## config.mk

```make
export PLATFORM = sky130hd
export DESIGN_NAME = ps2_key_decoder
export DESIGN_NICKNAME = d
export VERILOG_FILES = /design/src/rtl/ps2_pkg.sv /design/src/rtl/ps2_ascii_rom.sv /design/src/rtl/ps2_key_decoder.sv
export SDC_FILE = /design/constraint.sdc
export NUM_CORES = 1
export LEC_CHECK = 0
export CORE_MARGIN = 2
export CORE_UTILIZATION = 50
export DETAILED_ROUTE_END_ITERATION = 7
export PLACE_DENSITY = 0.83
export SLEW_MARGIN = 20
export SYNTH_ARGS = -nofsm -noshare
export SYNTH_HDL_FRONTEND = slang
export SYNTH_SLANG_ARGS = --single-unit
```

## constraint.sdc

```tcl
create_clock -name clk -period 11.83 [get_ports clk]
set_input_delay 2.366 -clock clk [delete_from_list [all_inputs] [get_ports clk]]
set_output_delay 2.366 -clock clk [all_outputs]
set_load 0.05 [all_outputs]
```

## src/rtl/ps2_pkg.sv

```systemverilog
`default_nettype none
// +----------------------------------------------------------------------+
// | Module      : ps2_pkg                                                |
// | Description : Shared constants, scan-code values and FSM encoding    |
// |               for the PS/2 set-2 key decoder.                        |
// | Revision    : 1.0 - initial release                                  |
// +----------------------------------------------------------------------+
package ps2_pkg;

    // Set-2 prefix and modifier scan codes
    localparam logic [7:0] SC_E0     = 8'hE0;
    localparam logic [7:0] SC_E1     = 8'hE1;
    localparam logic [7:0] SC_F0     = 8'hF0;
    localparam logic [7:0] SC_LSHIFT = 8'h12;
    localparam logic [7:0] SC_RSHIFT = 8'h59;
    localparam logic [7:0] SC_CTRL   = 8'h14;
    localparam logic [7:0] SC_ALT    = 8'h11;
    localparam logic [7:0] SC_CAPS   = 8'h58;
    localparam logic [7:0] SC_PAUSE  = 8'h77;

    // Bytes left to swallow after the E1 of the 8-byte Pause sequence
    localparam logic [2:0] E1_SKIP   = 3'd7;

    typedef enum logic [2:0] {
        ST_IDLE     = 3'd0,
        ST_PRE_E0   = 3'd1,
        ST_PRE_F0   = 3'd2,
        ST_PRE_E0F0 = 3'd3,
        ST_SKIP_E1  = 3'd4,
        ST_EMIT     = 3'd5
    } ps2_state_t;

    // Keyboard status/ack bytes that never form part of a key event
    function automatic logic is_dropped(input logic [7:0] b);
        return (b == 8'hAA) || (b == 8'hFA) || (b == 8'hEE) ||
               (b == 8'hFE) || (b == 8'h00) || (b == 8'hFF);
    endfunction

endpackage
`default_nettype wire

```

## src/rtl/ps2_ascii_rom.sv

```systemverilog
`default_nettype none
// +----------------------------------------------------------------------+
// | Module      : ps2_ascii_rom                                          |
// | Description : Combinational set-2 scan code to ASCII translation.    |
// |   code  in 8 : base scan code (prefixes stripped)                    |
// |   ext   in 1 : code carried an E0/E1 prefix                          |
// |   shift in 1 : shift state before this event                         |
// |   caps  in 1 : caps-lock state before this event                     |
// |   ascii out 8: character, 0 for non-printing keys                    |
// | Revision    : 1.0 - initial release                                  |
// +----------------------------------------------------------------------+
module ps2_ascii_rom (
    input  logic [7:0] code,
    input  logic       ext,
    input  logic       shift,
    input  logic       caps,
    output logic [7:0] ascii
);

    logic [7:0] w_lower;    // nonzero only for letter keys
    logic [7:0] w_plain;
    logic [7:0] w_shifted;

    always_comb begin
        w_lower   = 8'h00;
        w_plain   = 8'h00;
        w_shifted = 8'h00;
        case (code)
            8'h1C: w_lower = 8'h61; 8'h32: w_lower = 8'h62;
            8'h21: w_lower = 8'h63; 8'h23: w_lower = 8'h64;
            8'h24: w_lower = 8'h65; 8'h2B: w_lower = 8'h66;
            8'h34: w_lower = 8'h67; 8'h33: w_lower = 8'h68;
            8'h43: w_lower = 8'h69; 8'h3B: w_lower = 8'h6A;
            8'h42: w_lower = 8'h6B; 8'h4B: w_lower = 8'h6C;
            8'h3A: w_lower = 8'h6D; 8'h31: w_lower = 8'h6E;
            8'h44: w_lower = 8'h6F; 8'h4D: w_lower = 8'h70;
            8'h15: w_lower = 8'h71; 8'h2D: w_lower = 8'h72;
            8'h1B: w_lower = 8'h73; 8'h2C: w_lower = 8'h74;
            8'h3C: w_lower = 8'h75; 8'h2A: w_lower = 8'h76;
            8'h1D: w_lower = 8'h77; 8'h22: w_lower = 8'h78;
            8'h35: w_lower = 8'h79; 8'h1A: w_lower = 8'h7A;
            default: w_lower = 8'h00;
        endcase
        case (code)
            8'h16: begin w_plain = 8'h31; w_shifted = 8'h21; end
            8'h1E: begin w_plain = 8'h32; w_shifted = 8'h40; end
            8'h26: begin w_plain = 8'h33; w_shifted = 8'h23; end
            8'h25: begin w_plain = 8'h34; w_shifted = 8'h24; end
            8'h2E: begin w_plain = 8'h35; w_shifted = 8'h25; end
            8'h36: begin w_plain = 8'h36; w_shifted = 8'h5E; end
            8'h3D: begin w_plain = 8'h37; w_shifted = 8'h26; end
            8'h3E: begin w_plain = 8'h38; w_shifted = 8'h2A; end
            8'h46: begin w_plain = 8'h39; w_shifted = 8'h28; end
            8'h45: begin w_plain = 8'h30; w_shifted = 8'h29; end
            8'h0E: begin w_plain = 8'h60; w_shifted = 8'h7E; end
            8'h4E: begin w_plain = 8'h2D; w_shifted = 8'h5F; end
            8'h55: begin w_plain = 8'h3D; w_shifted = 8'h2B; end
            8'h54: begin w_plain = 8'h5B; w_shifted = 8'h7B; end
            8'h5B: begin w_plain = 8'h5D; w_shifted = 8'h7D; end
            8'h5D: begin w_plain = 8'h5C; w_shifted = 8'h7C; end
            8'h4C: begin w_plain = 8'h3B; w_shifted = 8'h3A; end
            8'h52: begin w_plain = 8'h27; w_shifted = 8'h22; end
            8'h41: begin w_plain = 8'h2C; w_shifted = 8'h3C; end
            8'h49: begin w_plain = 8'h2E; w_shifted = 8'h3E; end
            8'h4A: begin w_plain = 8'h2F; w_shifted = 8'h3F; end
            // Control keys translate identically with or without shift
            8'h5A: begin w_plain = 8'h0D; w_shifted = 8'h0D; end
            8'h66: begin w_plain = 8'h08; w_shifted = 8'h08; end
            8'h29: begin w_plain = 8'h20; w_shifted = 8'h20; end
            8'h0D: begin w_plain = 8'h09; w_shifted = 8'h09; end
            8'h76: begin w_plain = 8'h1B; w_shifted = 8'h1B; end
            default: begin w_plain = 8'h00; w_shifted = 8'h00; end
        endcase

        if (ext) begin
            // Only keypad '/' and keypad Enter print among extended keys
            if (code == 8'h4A)      ascii = 8'h2F;
            else if (code == 8'h5A) ascii = 8'h0D;
            else                    ascii = 8'h00;
        end else if (w_lower != 8'h00) begin
            ascii = (shift ^ caps) ? (w_lower - 8'h20) : w_lower;
        end else begin
            ascii = shift ? w_shifted : w_plain;
        end
    end

endmodule
`default_nettype wire

```

## src/rtl/ps2_key_decoder.sv

```systemverilog
`default_nettype none
// +----------------------------------------------------------------------+
// | Module      : ps2_key_decoder                                        |
// | Description : Folds PS/2 set-2 byte sequences into key events on a   |
// |               valid/ready port and tracks modifier/caps state.       |
// |   kbd_data/kbd_ready in, kbd_read out : receiver FIFO pop side       |
// |   key_valid out, key_ready in          : event handshake             |
// |   key_code/ext/break/ascii out         : event fields                |
// |   mod_shift/ctrl/alt, caps_lock out    : current modifier state      |
// | Revision    : 1.0 - initial release                                  |
// +----------------------------------------------------------------------+
module ps2_key_decoder
    import ps2_pkg::*;
#(
    parameter bit ASCII_EN = 1'b1
) (
    input  logic       clk,
    input  logic       rst,
    input  logic [7:0] kbd_data,
    input  logic       kbd_ready,
    output logic       kbd_read,
    output logic       key_valid,
    input  logic       key_ready,
    output logic [7:0] key_code,
    output logic       key_ext,
    output logic       key_break,
    output logic [7:0] key_ascii,
    output logic       mod_shift,
    output logic       mod_ctrl,
    output logic       mod_alt,
    output logic       caps_lock
);

    ps2_state_t r_state;
    ps2_state_t w_next;
    logic [2:0] r_skip_cnt, w_skip_next;
    logic       r_rd_d;
    logic       r_key_valid, r_key_ext, r_key_break;
    logic [7:0] r_key_code, r_key_ascii;
    logic       r_lshift, r_rshift, r_lctrl, r_rctrl, r_lalt, r_ralt;
    logic       r_caps, r_caps_held;

    logic       w_rd, w_emit, w_ev_ext, w_ev_brk, w_shift;
    logic [7:0] w_ev_code, w_ascii;

    // The receiver lowers ready a cycle after a pop, so r_rd_d keeps us
    // from double-popping on a stale ready.
    assign w_rd    = kbd_ready && (r_state != ST_EMIT) && !r_rd_d && !rst;
    assign w_shift = r_lshift | r_rshift;

    // Next-state and event decode for the byte currently at the FIFO head
    always_comb begin
        w_next      = r_state;
        w_skip_next = r_skip_cnt;
        w_emit      = 1'b0;
        w_ev_code   = kbd_data;
        w_ev_ext    = 1'b0;
        w_ev_brk    = 1'b0;
        case (r_state)
            ST_IDLE: begin
                if (kbd_data == SC_E0)      w_next = ST_PRE_E0;
                else if (kbd_data == SC_F0) w_next = ST_PRE_F0;
                else if (kbd_data == SC_E1) begin
                    w_next      = ST_SKIP_E1;
                    w_skip_next = E1_SKIP;
                end else if (!is_dropped(kbd_data)) w_emit = 1'b1;
            end
            ST_PRE_E0: begin
                if (kbd_data == SC_F0)          w_next = ST_PRE_E0F0;
                else if (kbd_data == SC_LSHIFT) w_next = ST_IDLE;   // fake shift
                else begin
                    w_emit   = 1'b1;
                    w_ev_ext = 1'b1;
                end
            end
            ST_PRE_F0: begin
                w_emit   = 1'b1;
                w_ev_brk = 1'b1;
            end
            ST_PRE_E0F0: begin
                if (kbd_data == SC_LSHIFT) w_next = ST_IDLE;
                else begin
                    w_emit   = 1'b1;
                    w_ev_ext = 1'b1;
                    w_ev_brk = 1'b1;
                end
            end
            ST_SKIP_E1: begin
                if (r_skip_cnt <= 3'd1) begin
                    w_skip_next = 3'd0;
                    w_emit      = 1'b1;
                    w_ev_code   = SC_PAUSE;
                    w_ev_ext    = 1'b1;
                end else begin
                    w_skip_next = r_skip_cnt - 3'd1;
                end
            end
            default: w_next = r_state;
        endcase
        if (w_emit) w_next = ST_EMIT;
    end

    // ASCII is looked up with pre-update modifier state, so a break reports
    // the same character as its make.
    generate
        if (ASCII_EN) begin : g_ascii_rom
            ps2_ascii_rom u_ascii_rom (
                .code  (w_ev_code),
                .ext   (w_ev_ext),
                .shift (w_shift),
                .caps  (r_caps),
                .ascii (w_ascii)
            );
        end else begin : g_no_ascii
            assign w_ascii = 8'h00;
        end
    endgenerate

    always_ff @(posedge clk) begin
        if (rst) begin
            r_state     <= ST_IDLE;
            r_skip_cnt  <= 3'd0;
            r_rd_d      <= 1'b0;
            r_key_valid <= 1'b0;
            r_key_code  <= 8'h00;
            r_key_ext   <= 1'b0;
            r_key_break <= 1'b0;
            r_key_ascii <= 8'h00;
            r_lshift    <= 1'b0;
            r_rshift    <= 1'b0;
            r_lctrl     <= 1'b0;
            r_rctrl     <= 1'b0;
            r_lalt      <= 1'b0;
            r_ralt      <= 1'b0;
            r_caps      <= 1'b0;
            r_caps_held <= 1'b0;
        end else begin
            r_rd_d <= w_rd;
            if (r_state == ST_EMIT) begin
                if (key_ready) begin
                    r_key_valid <= 1'b0;
                    r_state     <= ST_IDLE;
                end
            end else if (w_rd) begin
                r_state    <= w_next;
                r_skip_cnt <= w_skip_next;
                if (w_emit) begin
                    r_key_valid <= 1'b1;
                    r_key_code  <= w_ev_code;
                    r_key_ext   <= w_ev_ext;
                    r_key_break <= w_ev_brk;
                    r_key_ascii <= w_ascii;
                    if (!w_ev_ext) begin
                        case (w_ev_code)
                            SC_LSHIFT: r_lshift <= !w_ev_brk;
                            SC_RSHIFT: r_rshift <= !w_ev_brk;
                            SC_CTRL:   r_lctrl  <= !w_ev_brk;
                            SC_ALT:    r_lalt   <= !w_ev_brk;
                            SC_CAPS: begin
                                // Typematic repeats arrive with caps_held set
                                // and must not toggle again.
                                if (w_ev_brk) begin
                                    r_caps_held <= 1'b0;
                                end else begin
                                    if (!r_caps_held) r_caps <= !r_caps;
                                    r_caps_held <= 1'b1;
                                end
                            end
                            default: ;
                        endcase
                    end else begin
                        case (w_ev_code)
                            SC_CTRL: r_rctrl <= !w_ev_brk;
                            SC_ALT:  r_ralt  <= !w_ev_brk;
                            default: ;
                        endcase
                    end
                end
            end
        end
    end

    assign kbd_read  = w_rd;
    assign key_valid = r_key_valid;
    assign key_code  = r_key_code;
    assign key_ext   = r_key_ext;
    assign key_break = r_key_break;
    assign key_ascii = r_key_ascii;
    assign mod_shift = w_shift;
    assign mod_ctrl  = r_lctrl | r_rctrl;
    assign mod_alt   = r_lalt | r_ralt;
    assign caps_lock = r_caps;

endmodule
`default_nettype wire

```

==> summary.txt, run 1 <==
Status -> complete, no violations
Power per cell area -> 100.8 nW/um2
Vias in the first global route -> 3849
Critical path launch point type -> input port
Mapped Area -> 3496 um2
Initial antenna violation count -> 0
Die width -> 87.62 um
Sequential share of power -> 31.6%
YS warnings -> 0
DR WL/cell -> 20.92 um
Syn nets -> 532
1st-iter DRT viols -> 523
WP data arrival -> 4.23 ns
Global-route wire length before repair -> 19930 um
Switching power -> 0.0001666 W
Largest area contributor in the netlist -> dfxtp_1
GRT Util Overall -> 33.49%
FP Rows -> 30
Ys flop type -> dfxtp_1
Ranking of synthesized cells by area -> dfxtp_1 (19%), nand2_1 (6.0%), a21oi_1 (5.9%)
Logic gate share of total power -> 42.6%
Worst-path fanout max -> 32
Skew final -> 0.003656 ns
Final Net Count -> 538
Post-synth EDFFs -> 0
P&R area growth vs syn -> 13.60%
FFs w/ async S/R, synth -> 0%
ANT nets after route -> 0
Clock Power Share -> 25.7%
Largest net degree at the start of global routing -> 49
Worst skew pair latency -> 0.29 ns
Final std cells w/o fill -> 612
Distinct cells, synth -> 68
Peak supply drop -> 71.86 uV
Share of Yosys cell area claimed by the top area cell type -> 19.47%
RSZ-0062 raised after global routing -> no
Initial Util -> 51.45%
Max-Cap Viols -> 0
Diode count -> 0
Total power -> 0.0004002 W
Hold Vio Cnt, Final -> 0
P_int -> 0.0002336 W
Post_cts resized -> 0
Detailed placer's ending HPWL -> 8781 um
Post-Syn Area per Cell -> 6.868 um2
Seq/Total Area, Yosys -> 19.47%
Vias per Instance -> 6.806
Num CTS Buffers -> 5
Grt ovf -> 0
Tightest Pin Transition -> 1.049 ns
Final worst-path cycle share -> 55.76%
Drt drc -> 0
Core ar. -> 6794 um2
Cells after synthesis -> 509
CP required -> 9.46 ns
CTS tree -> built
Fin Setup TNS -> 0 ns
Critical path class -> in2out
Seq cells post-synth -> 34
LEAKAGE -> 1.393 nW
Placed cells -> 604
Fill count -> 637
Worst R2R Path Depth -> 13
Die height -> 87.62 um
Worst-path clk slew -> 0.07 ns
Final min period -> 6.597 ns
Post-CTS Setup Inserts -> 0
Vias -> 4165
Gp weighted congestion -> 1.006
Worst Setup End Kind -> output pin
Slew Limit Fails -> 0
Clock sinks -> 34
Final setup violation count -> 0
Hold Path Depth -> 2
Hold_buf cts -> 0
Switching share of power -> 41.63%
Num ports -> 36
Max Clk Rate -> 151.6 MHz
Fraction of final layout cells sized beyond drive strength 1 -> 7.171%
Max-slew headroom -> 30.04%
Final core occ -> 58.45%
Die ar. -> 7676 um2
H-tree Lvls -> 2
Routed WL -> 12800 um
CTS max path bufs -> 2
First-pass iteration count of the detailed router -> 8
Clk root buf -> clkbuf_8
Worst Hold Class -> reg2reg
IO buf count -> 35
## registers in the layout, summed over array words and instances (netlist names)
register / count
r_lshift: 1
key_valid: 1
key_code: 8
r_rctrl: 1
r_caps_held: 1
r_rd_d: 1
r_rshift: 1
r_skip_cnt: 3
key_ext: 1
key_break: 1
r_state: 3
key_ascii: 8
r_ralt: 1
caps_lock: 1
r_lctrl: 1
r_lalt: 1
## synth_stat cells (all sizes together) (3+ instances only)
library cell  count
nand2            56
nor2             53
a21oi            41
clkbuf           34
dfxtp            34
o21ai            33
nand3            20
inv              15
nand2b           15
nor3             15
a211oi           11
ha               11
a31oi            10
mux2i            10
buf               9
nand4             9
nor2b             8
and2              7
nor4              7
o211ai            7
and3              6
a2111oi           5
a211o             5
a21o              5
a32oi             5
nor4b             5
a221oi            4
mux2              4
nor3b             4
o221ai            4
o22ai             4
or3               4
a22o              3
a2bb2oi           3
a311oi            3
a31o              3
a32o              3
o21bai            3
o2bb2ai           3
or2               3
or4               3
## layout make-up
cell class,count,area (um2),area share (%)
flip-flops and latches,34,680.7,17.14
inverters,16,60.06,1.512
clock buffers,8,110.1,2.773
repair buffers,42,402.9,10.14
well taps,96,120.1,3.025
multi-input cells,416,2597,65.41
## metrics by stage
stage	setup WS, ns	instance area, um2	hold slack (ns)
after floorplan	6.239	3496	0.4487
after global placement	5.278	3854	0.4433
after detailed placement	5.269	3854	0.4561
after CTS	5.251	3964	0.4666
after global routing	5.134	3971	0.4764
final	5.233	3971	0.4594
## cells in the final DEF (no fill, tap or decap), drive strengths merged, types with 5 or more instances in the layout
cell | netlist | routed
nand2 | 56 | 56
nor2 | 53 | 53
a21oi | 41 | 41
clkdlybuf4s50 | 0 | 35
dfxtp | 34 | 34
o21ai | 33 | 33
nand3 | 20 | 20
nand2b | 15 | 15
nor3 | 15 | 15
inv | 15 | 15
a211oi | 11 | 11
ha | 11 | 11
mux2i | 10 | 10
a31oi | 10 | 10
nand4 | 9 | 9
nor2b | 8 | 8
clkbuf | 34 | 8
nor4 | 7 | 7
o211ai | 7 | 7
and2 | 7 | 7
buf | 9 | 7
and3 | 6 | 6
a211o | 5 | 5
a32oi | 5 | 5
a21o | 5 | 5
a2111oi | 5 | 5
nor4b | 5 | 5
## routing by layer
| layer | global-route usage (%) | wire length [um] |
|---|---|---|
| met5 | 0 | 0 |
| met1 | 43.92 | 5238 |
| met3 | 9.237 | 1380 |
| met4 | 11.33 | 463 |
| met2 | 53.17 | 5721 |
## critical path, cell delays in order
cell and delay (ns):
clkdlybuf4s50_1 0.39, buf_4 0.24, nor2_1 0.12, nand2_1 0.09, nor2_1 0.18, clkdlybuf4s50_1 0.84
## worst paths after layout
kind         slack (ns)                     start                   endpoint
max                5.23                       rst                   kbd_read
min reg2reg        0.46  key_code[3]$_SDFFE_PP0P_   key_code[3]$_SDFFE_PP0P_
min                0.46  key_code[3]$_SDFFE_PP0P_   key_code[3]$_SDFFE_PP0P_
max reg2reg        7.02   r_state[1]$_SDFFE_PP0P_  key_ascii[5]$_SDFFE_PP0P_
## power groups by stage
stage | combinational [W] | sequential (W) | clock [W]
6_report | 0.000171 | 0.000127 | 0.000103
5_1_grt | 0.000181 | 0.000128 | 0.000109
4_1_cts | 0.000165 | 0.000126 | 0.000104
3_5_place_dp | 0.000164 | 0.000129 | 0
3_3_place_gp | 0.000164 | 0.000129 | 0
2_1_floorplan | 0.000101 | 0.000144 | 0
## cell families after synthesis
| family | synth area share, % |
|---|---|
| simple gates | 32.00 |
| compound gates | 33.39 |
| buf+inv | 6.549 |
| flops | 19.47 |
| mux | 4.152 |
| fa+ha+maj | 3.937 |
| xor+xnor | 0.5012 |
Power figures use the tool's default switching activity.
==> run 2, diff against run 1 <==
- PLACE_DENSITY: 0.83 -> 0.85
- clock period: 11.83 -> 5.4 ns (I/O delays scaled with it)
==> summary.txt, run 2 (synthesis gave the netlist of run 1 again) <==
Status -> complete, no violations
Final worst-path cycle share -> 85.29%
Drt drc -> 0 (unchanged)
Hold_buf cts -> 0 (unchanged)
Power per cell area -> 233.8 nW/um2 (+130%)
Worst Setup End Kind -> register
CTS max path bufs -> 2 (unchanged)
Slew Limit Fails -> 0 (unchanged)
Most frequent cells in the layout -> nand2_1 (56), nor2_1 (51), a21oi_1 (40)
Routed WL -> 13360 um (+4.4%)
Worst skew pair latency -> 0.29 ns (about the same)
Setup crit end -> key_ascii[5]$_SDFFE_PP0P_
Met2 routed WL -> 6222 um (+8.8%)
CP delay by family, top -> simple AND/OR/NAND/NOR gates
H-tree Lvls -> 2 (unchanged)
Die ar. -> 7676 um2 (unchanged)
Clock sinks -> 34 (unchanged)
Grt ovf -> 0 (unchanged)
Detailed placer's ending HPWL -> 9761 um (+11%)
Worst Hold Class -> reg2reg
WP data arrival -> 4.83 ns (+0.60 ns)
Vias in the first global route -> 4020 (+4.4%)
Highest Signal Layer -> met4
P&R area growth vs syn -> 16.11%
Max-slew headroom -> 26.03% (-4.0 points)
Critical path launch point type -> input port
Crit path cell chain -> clkdlybuf4s50_1, nor2_1, inv_1, ha_1, and2_1, o311ai_0, o21ai_0, a31oi_1, nand4_2, nor3_2, mux2_2, o21ai_1
LEAKAGE -> 1.447 nW (+3.8%)
Largest net degree at the start of global routing -> 39 (-20%)
First-pass iteration count of the detailed router -> 7 (-1)
Worst-path fanout max -> 14 (-56%)
CP required -> 5.63 ns (-3.83 ns)
Hold Vio Cnt, Final -> 0 (unchanged)
Core ar. -> 6794 um2 (unchanged)
Final min period -> 4.606 ns
FP Rows -> 30 (unchanged)
Worst-path clk slew -> 0.08 ns (about the same)
Max Clk Rate -> 217.1 MHz
Worst R2R Path Depth -> 13 (unchanged)
Critical path class -> in2reg
Reg-to-Reg End -> key_ascii[5]$_SDFFE_PP0P_
Post-CTS Setup Inserts -> 0 (unchanged)
Placed cells -> 613 (+1.5%)
Final setup violation count -> 0 (unchanged)
1st-iter DRT viols -> 636 (+22%)
Num CTS Buffers -> 5 (unchanged)
Total power -> 0.0009488 W (+140%)
Die width -> 87.62 um (unchanged)
Initial Util -> 51.45% (unchanged)
Fin Setup TNS -> 0 ns (unchanged)
Worst setup path start -> kbd_data[0]
M1 WL -> 5291 um (+1.0%)
Final Net Count -> 547 (+1.7%)
Global-route wire length before repair -> 21570 um (+8.2%)
Gp weighted congestion -> 1.069 (+6.3%)
IO buf count -> 35 (unchanged)
Diode count -> 0 (unchanged)
Peak supply drop -> 187.5 uV (+160%)
GRT Util Overall -> 36.16% (+2.7 points)
Max incr delay on CP -> 0.58 ns (-0.26 ns)
Vias -> 4236 (+1.7%)
Commonest non-fill, non-tap cell in the layout -> nand2_1
CTS tree -> built
Fraction of final layout cells sized beyond drive strength 1 -> 8.762% (+1.6 points)
Initial antenna violation count -> 0 (unchanged)
Critical path depth -> 12 (+6)
ANT nets after route -> 0 (unchanged)
RSZ-0062 raised after global routing -> no
Num ports -> 36 (unchanged)
DR WL/cell -> 21.52 um (+2.9%)
Die height -> 87.62 um (unchanged)
Skew final -> 0.005102 ns (+0.001446 ns)
Max-Cap Viols -> 0 (unchanged)
Post_cts resized -> 0 (unchanged)
Final std cells w/o fill -> 621 (+1.5%)
Clk root buf -> clkbuf_8
Vias per Instance -> 6.821 (+0.23%)
R2R Path Start -> r_state[2]$_SDFFE_PP0P_
CP max stage cell -> clkdlybuf4s50_1
Routed wl met3 -> 1297 um (-6.0%)
Tightest Pin Transition -> 1.110 ns (+0.06017 ns)
R2R Setup Slk -> 0.90 ns (-6.12 ns)
Crit path buffers/inverters -> 2 (-1)
==> run 2: final cells by class <==
type / count / area (um2)
Timing Repair Buffer: 51 / 470.5
Fill cell: 636 / 2735
Clock inverter: 3 / 68.82
Inverter: 16 / 60.06
Multi-Input combinational cell: 416 / 2590
Sequential cell: 34 / 680.7
Tap cell: 96 / 120.1
Clock buffer: 5 / 68.82
==> run 2: through the flow <==
stage               cell area [um2]  utilization [%]  worst slack, ns  hold slack, ns
floorplan                      3496                -            1.359          0.4487
global placement               3921            57.72           0.7287          0.4412
detailed placement             3921            57.72           0.5542          0.4479
CTS                            4059            59.74           0.8318          0.4575
global route                   4059            59.74           0.5155          0.4860
finish                         4059            59.74           0.7942          0.4542
==> run 2: per-layer routing <==
metal / vias to the layer above / track usage (%)
li1: 1926 / -
met1: 1977 / 46.36
met2: 281 / 59.71
met3: 52 / 7.823
met4: 0 / 13.29
met5: - / 0
==> run 2: report_power, final <==
group          switching (W)  total, W  internal (W)
Combinational       0.000260  0.000383      0.000123
Sequential         0.0000126  0.000277      0.000265
Clock               0.000103  0.000288      0.000185
Total               0.000376  0.000949      0.000573
==> run 2: tightest hold or removal path: stages (launching register included) <==
cell,delay [ns]
dfxtp_1,0.31
nand2_1,0.05
a21oi_1,0.05
==> run 2: worst min path at each step <==
| stage | depth (start not counted) | startpoint | end | slack (ns) |
|---|---|---|---|---|
| after floorplan | 2 | r_caps_held$_SDFFE_PP0P_ | r_caps_held$_SDFFE_PP0P_ | 0.45 |
| after global placement | 2 | key_ascii[7]$_SDFFE_PP0P_ | key_ascii[7]$_SDFFE_PP0P_ | 0.44 |
| after detailed placement | 2 | key_code[7]$_SDFFE_PP0P_ | key_code[7]$_SDFFE_PP0P_ | 0.45 |
| after CTS | 2 | key_code[7]$_SDFFE_PP0P_ | key_code[7]$_SDFFE_PP0P_ | 0.46 |
| after global routing | 2 | key_break$_SDFFE_PP0P_ | key_break$_SDFFE_PP0P_ | 0.49 |
| final | 2 | key_code[7]$_SDFFE_PP0P_ | key_code[7]$_SDFFE_PP0P_ | 0.45 |
==> run 3, diff against run 2 <==
- PLACE_DENSITY: 0.85 -> 0.83
- clock period: 5.4 -> 5.46 ns (I/O delays scaled with it)
==> summary.txt, run 3 (synthesis gave the netlist of run 1 again) <==
Die ar. -> 7676 um2 (unchanged)
IO buf count -> 35 (unchanged)
Initial Util -> 51.45% (unchanged)
Global-route wire length before repair -> 20600 um (-4.5%)
Core ar. -> 6794 um2 (unchanged)
Gp weighted congestion -> 1.009 (-5.6%)
Final setup violation count -> 0 (unchanged)
Switching share of power -> 39.56% (-0.076 points)
Critical path launch point type -> input port
Largest net degree at the start of global routing -> 47 (+21%)
P_int -> 0.0005662 W (-1.1%)
GRT Util Overall -> 34.60% (-1.6 points)
Hold Vio Cnt, Final -> 0 (unchanged)
Num CTS Buffers -> 5 (unchanged)
Sequential share of power -> 28.7% (-0.5 points)
Logic gate share of total power -> 40.9% (+0.5 points)
Max-Cap Viols -> 0 (unchanged)
Clock Power Share -> 30.3% (about the same)
CTS tree -> built
Worst Hold Class -> reg2reg
Min Hold Slack -> 0.4558 ns (+0.001594 ns)
Final Net Count -> 545 (-0.37%)
FF/Latch Area -> 680.7 um2 (unchanged)
Peak supply drop -> 174.8 uV (-6.8%)
ANT nets after route -> 0 (unchanged)
Max-slew headroom -> 22.11% (-3.9 points)
Worst Setup End Kind -> register
Skew final -> 0.006593 ns (+0.001491 ns)
Die width -> 87.62 um (unchanged)
Max Clk Rate -> 219.4 MHz
Detailed placer's ending HPWL -> 9352 um (-4.2%)
Critical path class -> in2reg
Clock sinks -> 34 (unchanged)
LEAKAGE -> 1.438 nW (-0.58%)
Final std cells w/o fill -> 619 (-0.32%)
Setup WS post-layout -> 0.9019 ns (+0.1076 ns)
CP delay by family, top -> simple AND/OR/NAND/NOR gates
WP data arrival -> 4.78 ns (-0.05 ns)
Diode count -> 0 (unchanged)
First-pass iteration count of the detailed router -> 6 (-1)
DR WL/cell -> 21.43 um (-0.42%)
Placed cells -> 611 (-0.33%)
CP max stage cell -> clkdlybuf4s50_1
Setup Slack @ Placement -> 0.7137 ns (+0.1595 ns)
FP Rows -> 30 (unchanged)
Switching power -> 0.0003707 W (-1.4%)
Grt ovf -> 0 (unchanged)
H-tree Lvls -> 2 (unchanged)
Fin Setup TNS -> 0 ns (unchanged)
Most frequent cells in the layout -> nand2_1 (56), nor2_1 (51), a21oi_1 (40)
Power per cell area -> 231.7 nW/um2 (-0.89%)
Die height -> 87.62 um (unchanged)
Final core occ -> 59.52% (-0.22 points)
Hold_buf cts -> 0 (unchanged)
Vias -> 4219 (-0.40%)
Post_cts resized -> 0 (unchanged)
Final worst-path cycle share -> 83.48%
1st-iter DRT viols -> 646 (+1.6%)
Status -> complete, no violations
Crit path cell chain -> clkdlybuf4s50_1, nor2_1, inv_1, ha_1, nand2b_1, o2111ai_1, a21oi_1, a2111oi_4, nand4_2, nor3_2, mux2_2, o21ai_1
Drt drc -> 0 (unchanged)
Num ports -> 36 (unchanged)
Worst-path clk slew -> 0.08 ns (about the same)
Multi-input gate area -> 2590 um2 (unchanged)
P&R area growth vs syn -> 15.68%
Vias in the first global route -> 3913 (-2.7%)
Routed WL -> 13270 um (-0.74%)
Max incr delay on CP -> 0.59 ns (about the same)
Worst-path fanout max -> 9 (-5)
Post-CTS Setup Inserts -> 0 (unchanged)
Final min period -> 4.558 ns
Initial antenna violation count -> 0 (unchanged)
Tightest Pin Transition -> 1.168 ns (+0.05887 ns)
Crit path buffers/inverters -> 2 (unchanged)
Worst skew pair latency -> 0.29 ns (about the same)
RSZ-0062 raised after global routing -> no
Clk root buf -> clkbuf_8
CP required -> 5.68 ns (+0.05 ns)
Fill count -> 621 (-2.4%)
Commonest non-fill, non-tap cell in the layout -> nand2_1
Slew Limit Fails -> 0 (unchanged)
Fraction of final layout cells sized beyond drive strength 1 -> 8.413% (-0.35 points)
Vias per Instance -> 6.816 (about the same)
CTS max path bufs -> 2 (unchanged)
==> run 3: changes by cell type in the layout (fill, tap and decap cells not counted) <==
cell	delta
buf_4	-2
==> run 3: path summary, 6_finish.rpt <==
| path | cells past startpoint | endpoint | slack [ns] | startpoint |
|---|---|---|---|---|
| setup reg to reg | 13 | key_ascii[5]$_SDFFE_PP0P_ | 0.99 | r_state[1]$_SDFFE_PP0P_ |
| setup / recovery | 12 | key_ascii[5]$_SDFFE_PP0P_ | 0.90 | kbd_data[1] |
| hold reg to reg | 2 | key_break$_SDFFE_PP0P_ | 0.46 | key_break$_SDFFE_PP0P_ |
| hold / removal | 2 | key_break$_SDFFE_PP0P_ | 0.46 | key_break$_SDFFE_PP0P_ |
==> run 3: cell type report <==
type                            instances  share of cell area [%]
Inverter                               16                   1.485
Sequential cell                        34                   16.83
Multi-Input combinational cell        416                   64.05
Clock buffer                            5                   1.702
Timing Repair Buffer                   49                   11.26
Clock inverter                          3                   1.702
Tap cell                               96                   2.970
==> run 3: per-layer routing <==
layer	GRT usage, %	up-vias	routed length [um]
li1	-	1923	-
met1	45.24	1939	5253
met2	54.13	299	5902
met3	7.823	58	1506
met4	16.22	0	602
met5	0	-	0
==> run 3: worst reg2reg max path, cell delays in order (launching register included) <==
cell	delay, ns
dfxtp_1	0.44
or4b_1	0.73
nor2_2	0.34
buf_4	0.33
nor2_4	0.10
ha_1	0.32
nand2b_1	0.24
o2111ai_1	0.22
a21oi_1	0.13
a2111oi_4	0.50
nand4_2	0.19
nor3_2	0.36
mux2_2	0.38
o21ai_1	0.12
==> run 3: power by group through the flow <==
stage	sequential, W	clock, W	combinational [W]
after floorplan	0.000312	0	0.000219
after global placement	0.000275	0	0.000369
after detailed placement	0.000275	0	0.000368
after CTS	0.000269	0.000289	0.000370
after global routing	0.000271	0.000297	0.000406
final	0.000269	0.000284	0.000384
==> run 3: stage by stage <==
step / power [W] / cell area [um2]
after floorplan: 0.0005311 / 3496
after global placement: 0.0006431 / 3906
after detailed placement: 0.0006432 / 3906
after CTS: 0.0009282 / 4044
after global routing: 0.0009735 / 4044
final: 0.0009369 / 4044
